**src/rtl/uart_mmio_tx.sv**
```systemverilog
// uart_mmio_tx: memory-mapped 8N1 UART transmitter behind the decoder's UART window.
// Offsets: 0x0 TXDATA, 0x4 STATUS, 0x8 CTRL. A one-deep holding buffer feeds a shift register.
// Optional build macro UART_TX_PARITY_EN adds an even-parity bit to every frame and
// sets STATUS bit3 as a capability flag.
module uart_mmio_tx #(
  parameter int DATA_WIDTH   = 32,
  parameter int ADDR_WIDTH   = 32,
  parameter int CLKS_PER_BIT = 5208
) (
  input  logic                  clk,
  input  logic                  reset,
  input  logic                  WrtEn,
  input  logic [ADDR_WIDTH-1:0] ADDRIn,
  input  logic [DATA_WIDTH-1:0] DataIn,
  output logic [DATA_WIDTH-1:0] DataOut,
  output logic                  tx,
  output logic                  tx_busy
);

  localparam int BAUD_W = (CLKS_PER_BIT > 1) ? $clog2(CLKS_PER_BIT) : 1;
  localparam logic [BAUD_W-1:0] BAUD_LAST = BAUD_W'(CLKS_PER_BIT - 1);

`ifdef UART_TX_PARITY_EN
  localparam logic PARITY_CAP = 1'b1;
`else
  localparam logic PARITY_CAP = 1'b0;
`endif

  typedef enum logic [2:0] {
    IDLE,
    START,
    DATA,
`ifdef UART_TX_PARITY_EN
    PARITY,
`endif
    STOP
  } state_t;

  state_t              state;
  logic [7:0]          hold_buf;
  logic                hold_full;
  logic                overrun;
  logic [7:0]          last_byte;
  logic [7:0]          shifter;
  logic [2:0]          bit_cnt;
  logic [BAUD_W-1:0]   baud_cnt;
  logic                tx_r;
`ifdef UART_TX_PARITY_EN
  logic                parity_bit;
`endif

  logic [ADDR_WIDTH-3:0] word_addr;
  logic sel_txdata, sel_status, sel_ctrl;
  logic baud_last, pull, wr_tx, accept, set_overrun, clr_overrun;
  logic unused_bits;

  // Word-aligned decode; the byte-lane bits and the upper store-data bits carry no meaning here.
  assign word_addr   = ADDRIn[ADDR_WIDTH-1:2];
  assign sel_txdata  = (word_addr == '0);
  assign sel_status  = (word_addr == (ADDR_WIDTH-2)'(1));
  assign sel_ctrl    = (word_addr == (ADDR_WIDTH-2)'(2));
  assign unused_bits = ^{ADDRIn[1:0], DataIn[DATA_WIDTH-1:8]};

  // The FSM pulls the held byte either from IDLE or on the final clock of STOP,
  // which makes a simultaneous TXDATA write an accept rather than an overrun.
  assign baud_last   = (baud_cnt == BAUD_LAST);
  assign pull        = hold_full && ((state == IDLE) || ((state == STOP) && baud_last));
  assign wr_tx       = WrtEn && sel_txdata;
  assign accept      = wr_tx && (!hold_full || pull);
  assign set_overrun = wr_tx && hold_full && !pull;
  assign clr_overrun = WrtEn && sel_ctrl && DataIn[0];

  assign tx      = tx_r;
  assign tx_busy = (state != IDLE) || hold_full;

  // Holding buffer, last-accepted byte and sticky overrun flag (set beats clear).
  always_ff @(posedge clk) begin
    if (reset) begin
      hold_buf  <= 8'h00;
      hold_full <= 1'b0;
      last_byte <= 8'h00;
      overrun   <= 1'b0;
    end else begin
      if (accept) begin
        hold_buf  <= DataIn[7:0];
        last_byte <= DataIn[7:0];
        hold_full <= 1'b1;
      end else if (pull) begin
        hold_full <= 1'b0;
      end
      if (set_overrun) begin
        overrun <= 1'b1;
      end else if (clr_overrun) begin
        overrun <= 1'b0;
      end
    end
  end

  // Frame sequencer with a registered serial output; baud counter restarts on every state change.
  always_ff @(posedge clk) begin
    if (reset) begin
      state    <= IDLE;
      shifter  <= 8'h00;
      bit_cnt  <= 3'd0;
      baud_cnt <= '0;
      tx_r     <= 1'b1;
`ifdef UART_TX_PARITY_EN
      parity_bit <= 1'b0;
`endif
    end else begin
      case (state)
        IDLE: begin
          tx_r     <= 1'b1;
          baud_cnt <= '0;
          if (hold_full) begin
            shifter <= hold_buf;
`ifdef UART_TX_PARITY_EN
            parity_bit <= ^hold_buf;
`endif
            state   <= START;
            tx_r    <= 1'b0;
          end
        end
        START: begin
          if (baud_last) begin
            baud_cnt <= '0;
            bit_cnt  <= 3'd0;
            state    <= DATA;
            tx_r     <= shifter[0];
          end else begin
            baud_cnt <= baud_cnt + 1'b1;
          end
        end
        DATA: begin
          if (baud_last) begin
            baud_cnt <= '0;
            if (bit_cnt == 3'd7) begin
`ifdef UART_TX_PARITY_EN
              state <= PARITY;
              tx_r  <= parity_bit;
`else
              state <= STOP;
              tx_r  <= 1'b1;
`endif
            end else begin
              shifter <= {1'b0, shifter[7:1]};
              tx_r    <= shifter[1];
              bit_cnt <= bit_cnt + 3'd1;
            end
          end else begin
            baud_cnt <= baud_cnt + 1'b1;
          end
        end
`ifdef UART_TX_PARITY_EN
        PARITY: begin
          if (baud_last) begin
            baud_cnt <= '0;
            state    <= STOP;
            tx_r     <= 1'b1;
          end else begin
            baud_cnt <= baud_cnt + 1'b1;
          end
        end
`endif
        STOP: begin
          if (baud_last) begin
            baud_cnt <= '0;
            if (hold_full) begin
              shifter <= hold_buf;
`ifdef UART_TX_PARITY_EN
              parity_bit <= ^hold_buf;
`endif
              state   <= START;
              tx_r    <= 1'b0;
            end else begin
              state <= IDLE;
              tx_r  <= 1'b1;
            end
          end else begin
            baud_cnt <= baud_cnt + 1'b1;
          end
        end
        default: begin
          state    <= IDLE;
          baud_cnt <= '0;
          tx_r     <= 1'b1;
        end
      endcase
    end
  end

  // Side-effect-free register read mux for the CPU load path.
  always_comb begin
    DataOut = '0;
    if (sel_txdata) begin
      DataOut[7:0] = last_byte;
    end else if (sel_status) begin
      DataOut[3:0] = {PARITY_CAP, overrun, hold_full, (state != IDLE)};
    end
  end

endmodule

```
**config.mk**
```make
export PLATFORM = sky130hd
export DESIGN_NAME = uart_mmio_tx
export DESIGN_NICKNAME = d
export VERILOG_FILES = /design/src/rtl/uart_mmio_tx.sv
export SDC_FILE = /design/constraint.sdc
export NUM_CORES = 1
export LEC_CHECK = 0
export ABC_AREA = 1
export BUFFER_PORTS_ARGS = -buffer_cell sky130_fd_sc_hd__buf_2
export CAP_MARGIN = 20
export CORE_MARGIN = 8
export CORE_UTILIZATION = 48
export CTS_BUF_LIST = sky130_fd_sc_hd__clkbuf_16
export CTS_CLUSTER_SIZE = 30
export DETAILED_ROUTE_END_ITERATION = 7
export PLACE_DENSITY = 0.78
export SYNTH_ARGS = -nofsm -noshare
export SYNTH_HDL_FRONTEND = slang
export SYNTH_SLANG_ARGS = --single-unit
export TNS_END_PERCENT = 5
```
**constraint.sdc**
```tcl
create_clock -name clk -period 3.1 [get_ports clk]
set_clock_uncertainty 0.2 [all_clocks]
set_input_delay 0.93 -clock clk [delete_from_list [all_inputs] [get_ports clk]]
set_output_delay 0.93 -clock clk [all_outputs]
set_load 0.02 [all_outputs]
```
==> results of run 1 <==
where the power goes:
part	switching [mW]	total, mW	internal [mW]
clock network	0.184	0.475	0.291
registers	0.0323	0.563	0.530
logic	0.351	0.524	0.173
stage by stage:
stage / util / setup slack, ns / std cells
floorplan: - / -0.0677 / 386
global route: 0.591 / -0.0990 / 484
CTS: 0.579 / -0.0334 / 484
global placement: 0.545 / -0.0639 / 476
finish: 0.591 / -0.0366 / 484
detailed placement: 0.545 / -0.0654 / 476
flip-flops by register name, indices dropped and copies added, names as in the netlist:
name       flops
baud_cnt      13
overrun        1
state          2
bit_cnt        3
shifter        8
tx             1
last_byte      8
hold_full      1
worst reg2reg max path, stage by stage, from the launching register on:
cell	delay (ns)
dfxtp_1	0.35
ha_1	0.22
nand2_1	0.07
inv_1	0.06
nand2_1	0.08
nor2_4	0.16
nand3_1	0.11
nand2_1	0.30
nand3_2	0.23
nand2_1	0.12
inv_1	0.04
nor2_1	0.08
final timing paths:
check	startpoint	to	slack (ns)	depth (start not counted)
worst max register to register	baud_cnt[0]	last_byte[1]	1.02	11
worst max-delay path	ADDRIn[19]	DataOut[1]	-0.04	8
worst min register to register	baud_cnt[0]	baud_cnt[0]	0.26	1
worst min-delay path	baud_cnt[0]	baud_cnt[0]	0.26	1
Yosys cell counts (2+ instances only):
cell	number
nor3b_1	2
o21ai_0	8
ha_1	8
nor3_1	6
a21oi_1	21
nand3_1	13
inv_1	50
nand2_2	2
nand2_1	70
xor2_1	3
buf_4	25
nand4_1	10
nand3b_1	2
o22ai_1	4
nor2_1	78
nor2_4	2
inv_2	2
buf_2	3
nand2_4	2
nor2_2	3
dfxtp_1	37
cells by family (layout without fill, tap and decap cells):
logic type,Yosys count,after routing,synth area share
AND/OR/NAND/NOR,194,194,0.363
buffers and inverters,85,116,0.182
AO/OA/AOI/OAI,35,35,0.0827
other,1,24,0.00160
XOR/XNOR,3,3,0.0112
adder cells (fa/ha/maj),8,8,0.0427
flip-flops,37,37,0.316
area by class of cell:
| cell class | instances | share of cell area |
|---|---|---|
| clock inverter | 3 | 0.00493 |
| inverter | 53 | 0.0722 |
| timing repair buffer | 55 | 0.114 |
| clock buffer | 5 | 0.0448 |
| multi-input combinational | 264 | 0.468 |
| tap | 67 | 0.0300 |
| sequential | 37 | 0.265 |
per-layer routing:
| layer | vias to the layer above | GRT usage |
|---|---|---|
| met5 | - | 0 |
| met4 | 0 | 0.0510 |
| met3 | 6 | 0.0592 |
| met2 | 85 | 0.268 |
| met1 | 971 | 0.163 |
| li1 | 1183 | - |
repair_timing:
action	in CTS	in global routing
cloned	0	0
endpoints found under the setup margin	3	8
pin swaps	1	2
resized for setup	6	15
endpoints found under the hold margin	0	0
==> run summary, run 1 <==
Die height: 85.9 um
Nets: 491
Synth warn: 0
WL/cell: 11.0 um
Max Used Layer: met4
Share of cells above drive strength 1: 0.199
Syn Area/Cell: 6.46 um^2
Maximum cell stage delay along the critical path: 0.21 ns
Commonest non-fill, non-tap cell in the layout: nor2_1
CP max-delay cell: or2_1
Initial antenna violation count: 0
Critical path cell sequence: buf_2 > or2_1 > nor2_1 > nand2_1 > nor2_4 > inv_4 > o22ai_2 > buf_6
Hold bufs inserted after CTS: 0
Cell taking the most area after synthesis: dfxtp_1
Core box area: 4720 um^2
Port bufs: 50
Fill count: 423
Post-route cell area: 2790 um^2
Synth Instances: 363
Peak VDD IR: 291 uV
Final GP Congestion: 0.820
Top cells by area, synth: dfxtp_1, nor2_1, nand2_1
Synthesized flop and latch total: 37
FF+latch area: 741 um^2
Asr flop ratio synth: 0
Most frequent cells in the layout: nor2_1, nand2_1, inv_1, buf_2, dfxtp_1
Dpl hpwl: 4090 um
Clock slew at reported path FFs: 0.06 ns
Tot Pwr: 1.56 mW
Leak: 1.30 nW
CP endpoint kind: primary output
Post-Syn Area: 2340 um^2
Buf+Inv Stages, Crit Path: 3
EDFF count, synth: 0
CP top delay family: simple AND/OR/NAND/NOR gates
Min Hold Slack: 0.261 ns
Wire length of the first global-routing pass: 9280 um
Max-cap violation count: 0
Row count: 25
Failing checks: negative setup slack
Area Growth Syn to Fin: 19.1%
Worst Slack Setup Final: -0.0366 ns
Initial drt markers: 80
Wire length on met2: 2520 um
Final ANT Viol Nets: 0
Clock latency at the later pin of the worst-skew pair: 0.28 ns
Clock Path Buffers: 2
Die area: 7380 um^2
Wl on met1: 2290 um
Final Setup Violations: 3
Met3 WL: 452 um
Crit path launch type: primary input
Hold crit path type: reg -> reg
Placed cell areas: 2570 um^2
Clock root cell: clkbuf_16
Post-CTS Setup Bufs: 0
WP data required: 1.97 ns
Tcrit/Tclk final: 1.01
Largest net degree at the start of global routing: 21
Crit Path Category: in -> out
Slew Limit Fails: 0
Setup TNS: -0.0846 ns
Via density: 4.64
DR DRC count: 0
Pwr/cell area: 559 nW/um^2
Initial DRT Pass Iterations: 5
Total CTS buffers: 5
Antenna diode count: 0
Initial Utilization: 0.496
Synth Flop Type: dfxtp_1
Final Hold Vio Count: 0
Area of the multi-input gates: 1310 um^2
Critical path fanouts, max: 8
Min cycle time layout: 3.14 ns
Netlist cell types: 33
Io pins: 101
CTS tree: yes
GRT Overall Usage: 0.153
Worst EP arrival: 2.01 ns
Fmax: 0.319 GHz
DIE WIDTH: 85.9 um
Number of global-route vias before repair: 2,248
Overflow after GRT: 0
Register area share after synthesis: 0.316
Synth top area share: 0.316
Outcome: finished, violations left
Final Routed Wirelength: 5330 um
RSZ-0062 raised after global routing: true
Clock tree sinks: 37
H-tree depth: 2
DR vias: 2,245
Power figures use the tool's default switching activity.
==> inputs of run 2 (changes only) <==
--- a/config.mk
+++ b/config.mk
@@ -5,15 +5,14 @@
 export SDC_FILE = /design/constraint.sdc
 export NUM_CORES = 1
 export LEC_CHECK = 0
-export ABC_AREA = 1
 export BUFFER_PORTS_ARGS = -buffer_cell sky130_fd_sc_hd__buf_2
 export CAP_MARGIN = 20
 export CORE_MARGIN = 8
-export CORE_UTILIZATION = 48
+export CORE_UTILIZATION = 46
 export CTS_BUF_LIST = sky130_fd_sc_hd__clkbuf_16
 export CTS_CLUSTER_SIZE = 30
 export DETAILED_ROUTE_END_ITERATION = 7
-export PLACE_DENSITY = 0.78
+export PLACE_DENSITY = 0.76
 export SYNTH_ARGS = -nofsm -noshare
 export SYNTH_HDL_FRONTEND = slang
 export SYNTH_SLANG_ARGS = --single-unit
==> run summary, run 2 <==
Worst slew margin: 0.640
Critical path fanouts, max: 3 (-5)
Die height: 84.0 um (-2.2%)
Pwr/cell area: 445 nW/um^2 (-20%)
Nets: 377 (-23%)
EDFF count, synth: 0 (unchanged)
Max-cap violation count: 0 (unchanged)
Reg2reg end: last_byte[2]
Synth warn: 0 (unchanged)
Final Setup Violations: 8 (+5)
Final GP Congestion: 0.760 (-7.4%)
Placed cell areas: 2390 um^2 (-7.3%)
Top cells by count, synth: dfxtp_1, nor2_1, buf_4
Hold bufs inserted after CTS: 0 (unchanged)
H-tree depth: 2 (unchanged)
Largest family of logic cells by synthesized area: simple AND/OR/NAND/NOR gates
Area Growth Syn to Fin: 26.0%
Synth Area in Adders: 0.0471 (+0.00442)
Core box area: 4410 um^2 (-6.5%)
Post-Syn Area: 2120 um^2 (-9.4%)
Leak: 1.05 nW (-19%)
Hold crit path type: reg -> reg
Asr flop ratio synth: 0 (unchanged)
Clock slew at reported path FFs: 0.05 ns (about the same)
Port bufs: 50 (unchanged)
Overflow after GRT: 0 (unchanged)
Initial Utilization: 0.481 (-0.0151)
DR vias: 1,917 (-15%)
Commonest non-fill, non-tap cell in the layout: dfxtp_1
WP data required: 1.97 ns (about the same)
Synth Flop Type: dfxtp_1
Initial drt markers: 154 (+93%)
Wire length of the first global-routing pass: 8800 um (-5.2%)
Register area share after synthesis: 0.349 (+0.0327)
Via density: 5.42 (+17%)
Row count: 24 (-4.0%)
Final ANT Viol Nets: 0 (unchanged)
Post-route cell area: 2680 um^2 (-4.1%)
Biggest regs: baud_cnt x13, last_byte x8, shifter x8
Final Routed Wirelength: 5190 um (-2.7%)
Post-synthesis mux area share: 0.0518 (+0.0518)
CTS tree: yes
Worst Max-Slew Pin Slew: 0.536 ns
Simple-gate share of the synthesized area: 0.255 (-0.108)
Final Hold Vio Count: 0 (unchanged)
Most frequent cells in the layout: dfxtp_1, buf_2, nor2_1, conb_1
WL/cell: 14.7 um (+33%)
Min Hold Slack: 0.248 ns (-0.0124 ns)
Tcrit/Tclk final: 1.10 (+0.0915)
Compound-gate portion of the synthesized area: 0.133 (+0.0504)
Syn Area/Cell: 8.53 um^2 (+32%)
Cell taking the most area after synthesis: dfxtp_1
DR DRC count: 0 (unchanged)
Worst Slack Setup Final: -0.320 ns (-0.284 ns)
Clock root cell: clkbuf_16
Synthesized flop and latch total: 37 (unchanged)
Number of global-route vias before repair: 1,977 (-12%)
Antenna diode count: 0 (unchanged)
Synth Area in XOR/XNOR: 0.0371 (+0.0259)
Setup slack, reg-to-reg: 0.85 ns (-0.17 ns)
Slew Limit Fails: 0 (unchanged)
Largest register FFs: 13 (unchanged)
Synth top area share: 0.349 (+0.0327)
Crit Path Category: in -> out
Most common cell in the netlist: dfxtp_1
Peak VDD IR: 339 uV (+16%)
Die area: 7050 um^2 (-4.4%)
CP endpoint kind: primary output
Clock latency at the later pin of the worst-skew pair: 0.28 ns (about the same)
DIE WIDTH: 84.0 um (-2.2%)
Dpl hpwl: 3740 um (-8.5%)
Outcome: finished, violations left
Synth Instances: 249 (-31%)
Hold_sp: baud_cnt[0]
Clock Path Buffers: 2 (unchanged)
Crit path launch type: primary input
Worst EP arrival: 2.29 ns (+0.28 ns)
Initial DRT Pass Iterations: 4 (-1)
Largest net degree at the start of global routing: 27 (+29%)
Cell count of the worst hold path: 1 (unchanged)
RSZ-0062 raised after global routing: true
Reg with most FFs: baud_cnt
Top cells by area, synth: dfxtp_1, buf_4, mux2i_1
Min cycle time layout: 3.42 ns (+0.284 ns)
Io pins: 101 (unchanged)
Cells on worst reg2reg path: 7 (-4)
Hold endpoint: baud_cnt[0]
GRT Overall Usage: 0.144 (-0.00874)
Netlist cell types: 43 (+30%)
Failing checks: negative setup slack
Share of cells above drive strength 1: 0.281 (+0.0824)
Reg2reg start: state[0]
Pre-CTS setup slack: -0.346 ns (-0.281 ns)
Clock tree sinks: 37 (unchanged)
Fmax: 0.292 GHz (-8.3%)
Total CTS buffers: 5 (unchanged)
Initial antenna violation count: 0 (unchanged)
==> run 2: changes by cell type after synthesis, moves of 8 or more <==
cell      previous run  this run
nand2_1             70        13
nor2_1              78        29
inv_1               50        12
a21oi_1             21         6
mux2i_1              0        11
nor2b_1              0        10
clkbuf_1             1        10
nand3_1             13         4
a211oi_1             0         8
==> run 2: worst max-delay path by stage <==
stage	from	to	slack [ns]	cells past startpoint
floorplan	ADDRIn[27]	DataOut[0]	-0.17	4
global placement	ADDRIn[28]	DataOut[7]	-0.34	7
detailed placement	ADDRIn[28]	DataOut[0]	-0.35	6
CTS	ADDRIn[16]	DataOut[7]	-0.29	7
global route	ADDRIn[7]	DataOut[0]	-0.43	6
finish	ADDRIn[7]	DataOut[0]	-0.32	6
==> run 2: what timing repair did <==
item / 4_1_cts / 5_1_grt
setup endpoints to repair: 8 / 8
endpoints found under the hold margin: 0 / 0
buffers inserted: 1 / 0
pin swaps: 7 / 4
resized for setup: 24 / 10
==> run 2: layer usage <==
| metal | track usage | vias up | routed length, um |
|---|---|---|---|
| li1 | - | 931 | - |
| met5 | 0 | - | 0 |
| met1 | 0.164 | 871 | 2210 |
| met3 | 0.0557 | 13 | 498 |
| met4 | 0.0659 | 0 | 129 |
| met2 | 0.231 | 102 | 2360 |
==> run 2: logic make-up after synthesis <==
family,Yosys count
adders and majority gates,8
AOI/OAI and AO/OA,37
muxes,11
xor gates and xnor gates,9
other,1
DFF,37
buffers and inverters,47
and+or+nand+nor,99
==> run 2: cell type report <==
class,count,area [um^2]
Clock inverter,2,7.51
Fill cell,355,1740
Sequential cell,37,741
Multi-Input combinational cell,188,1300
Timing Repair Buffer,58,394
Tap cell,52,65.1
Clock buffer,5,125
Inverter,12,45.0
==> run 2: stage by stage <==
step	TNS (ns)	cells	util	total power, mW
detailed placement	-2.59	346	0.541	0.721
global route	-2.98	354	0.607	1.24
CTS	-2.09	354	0.596	1.19
global placement	-2.54	346	0.541	0.715
floorplan	-1.21	272	-	0.681
finish	-2.30	354	0.607	1.19
==> run 2: worst max-delay path: stages <==
cell      delay [ns]
buf_2           0.10
nor4_1          0.31
nand3_1         0.20
or3_4           0.40
a211oi_4        0.17
buf_4           0.17
==> run 2: report_power, final <==
group          internal, mW  switching (mW)
clock                 0.287           0.178
combinational        0.0840           0.147
sequential            0.487         0.00887
total                 0.858           0.333
==> inputs of run 3 (changes only) <==
--- a/config.mk
+++ b/config.mk
@@ -7,12 +7,14 @@
 export LEC_CHECK = 0
 export BUFFER_PORTS_ARGS = -buffer_cell sky130_fd_sc_hd__buf_2
 export CAP_MARGIN = 20
+export CELL_PAD_IN_SITES_DETAIL_PLACEMENT = 0
+export CELL_PAD_IN_SITES_GLOBAL_PLACEMENT = 1
 export CORE_MARGIN = 8
-export CORE_UTILIZATION = 46
+export CORE_UTILIZATION = 33
 export CTS_BUF_LIST = sky130_fd_sc_hd__clkbuf_16
 export CTS_CLUSTER_SIZE = 30
 export DETAILED_ROUTE_END_ITERATION = 7
-export PLACE_DENSITY = 0.76
+export PLACE_DENSITY = 0.77
 export SYNTH_ARGS = -nofsm -noshare
 export SYNTH_HDL_FRONTEND = slang
 export SYNTH_SLANG_ARGS = --single-unit
==> run summary, run 3 (same netlist as run 2, synthesis figures left out) <==
Cells on worst reg2reg path: 7 (unchanged)
Nets: 378 (+0.27%)
Final Setup Violations: 8 (unchanged)
Critical path fanouts, max: 5 (+2)
Setup TNS: -2.25 ns (+0.0456 ns)
Share of cells above drive strength 1: 0.297 (+0.0156)
Placed cell areas: 2420 um^2 (+1.3%)
Clock tree sinks: 37 (unchanged)
Leak: 1.06 nW (+1.0%)
Worst slew margin: 0.586 (-0.0545)
DR vias: 1,855 (-3.2%)
Slew Limit Fails: 0 (unchanged)
Io pins: 101 (unchanged)
Largest register FFs: 13 (unchanged)
Initial Utilization: 0.338 (-0.143)
Worst Max-Slew Pin Slew: 0.617 ns (+0.0812 ns)
Clock root cell: clkbuf_16
Min cycle time layout: 3.41 ns (-0.0120 ns)
Outcome: finished, violations left
Wl on met1: 2370 um (+7.4%)
Initial antenna violation count: 0 (unchanged)
Overflow after GRT: 0 (unchanged)
CTS tree: yes
Final GP Congestion: 0.778 (+2.4%)
Pwr/cell area: 431 nW/um^2 (-3.1%)
End-of-flow core utilization: 0.438 (-0.169)
Largest net degree at the start of global routing: 27 (unchanged)
Most frequent cells in the layout: dfxtp_1, buf_2, nor2_1, conb_1
Initial DRT Pass Iterations: 4 (unchanged)
Clock Path Buffers: 2 (unchanged)
FF+latch area: 741 um^2 (unchanged)
WP data required: 1.97 ns (about the same)
Clock slew at reported path FFs: 0.05 ns (about the same)
Dpl hpwl: 3770 um (+0.83%)
Final ANT Viol Nets: 0 (unchanged)
Post-route cell area: 2750 um^2 (+2.6%)
Die area: 9260 um^2 (+31%)
Crit path launch type: primary input
Row count: 29 (+21%)
DR DRC count: 0 (unchanged)
Wire length on met2: 2430 um (+3.3%)
Max-cap violation count: 0 (unchanged)
Fmax: 0.293 GHz (+0.35%)
Die height: 96.2 um (+15%)
Wire length of the first global-routing pass: 8560 um (-2.7%)
Final Hold Vio Count: 0 (unchanged)
WL/cell: 13.7 um (-6.8%)
Via density: 4.88 (-9.9%)
Clock latency at the later pin of the worst-skew pair: 0.27 ns (about the same)
Crit Path Category: in -> out
RSZ-0062 raised after global routing: true
H-tree depth: 2 (unchanged)
Final Routed Wirelength: 5200 um (about the same)
Reg with most FFs: baud_cnt
Worst EP arrival: 2.28 ns (about the same)
Area of the multi-input gates: 1330 um^2 (+2.6%)
CP endpoint kind: primary output
Tcrit/Tclk final: 1.10 (-0.00386)
DIE WIDTH: 96.2 um (+15%)
Met3 WL: 317 um (-36%)
GRT Overall Usage: 0.115 (-0.0287)
Max Used Layer: met4
Failing checks: negative setup slack
Cell count of the worst hold path: 1 (unchanged)
Pre-CTS setup slack: -0.397 ns (-0.0513 ns)
Core box area: 6280 um^2 (+42%)
Fill count: 621 (+75%)
Antenna diode count: 0 (unchanged)
Worst Slack Setup Final: -0.308 ns (+0.0120 ns)
Initial drt markers: 82 (-47%)
Area Growth Syn to Fin: 29.3%
Total CTS buffers: 5 (unchanged)
Port bufs: 50 (unchanged)
Hold bufs inserted after CTS: 0 (unchanged)
Biggest regs: baud_cnt x13, last_byte x8, shifter x8
Number of global-route vias before repair: 1,899 (-3.9%)
Hold crit path type: reg -> reg
Peak VDD IR: 242 uV (-29%)
[run 3: cell count changes in the layout (fill, tap and decap cells not counted), sizes merged]
cell / before / now
buf: 58 / 59
[run 3: area by class of cell]
type,count,area share
sequential,37,0.270
multi-input combinational,188,0.485
clock inverter,2,0.00273
clock buffer,5,0.0455
timing repair buffer,59,0.145
inverter,12,0.0164
tap,77,0.0351
[run 3: repair_timing]
item | CTS | global route
pin swaps | 8 | 6
resized for setup | 27 | 12
setup endpoints to repair | 8 | 8
setup buffers | 1 | 1
[run 3: worst max-delay path: stages]
cell     delay (ns)
buf_6          0.10
nor4_4         0.27
nand4_1        0.18
buf_4          0.18
nor4_4         0.18
buf_4          0.19
and2_4         0.14
buf_6          0.11
[run 3: through the flow]
| stage | instances | hold WS [ns] | total power [mW] |
|---|---|---|---|
| 2_1_floorplan | 272 | 0.218 | 0.681 |
| 3_3_place_gp | 371 | 0.232 | 0.719 |
| 3_5_place_dp | 371 | 0.245 | 0.723 |
| 4_1_cts | 379 | 0.252 | 1.19 |
| 5_1_grt | 380 | 0.277 | 1.25 |
| 6_report | 380 | 0.252 | 1.18 |
[run 3: final timing paths]
path	from	to	slack, ns
setup / recovery	ADDRIn[31]	DataOut[7]	-0.31
hold / removal	baud_cnt[0]	baud_cnt[0]	0.25
setup reg to reg	state[0]	last_byte[5]	0.87
hold reg to reg	baud_cnt[0]	baud_cnt[0]	0.25
[run 3: power breakdown]
part / leakage, nW / switching, mW / internal, mW
combinational: 0.696 / 0.148 / 0.0835
clock: 0.0685 / 0.170 / 0.287
sequential: 0.298 / 0.00889 / 0.487
[run 3: per-layer routing]
metal / up-vias / GRT usage
met1: 849 / 0.144
li1: 938 / -
met2: 62 / 0.185
met5: - / 0
met4: 0 / 0.0461
met3: 6 / 0.0296
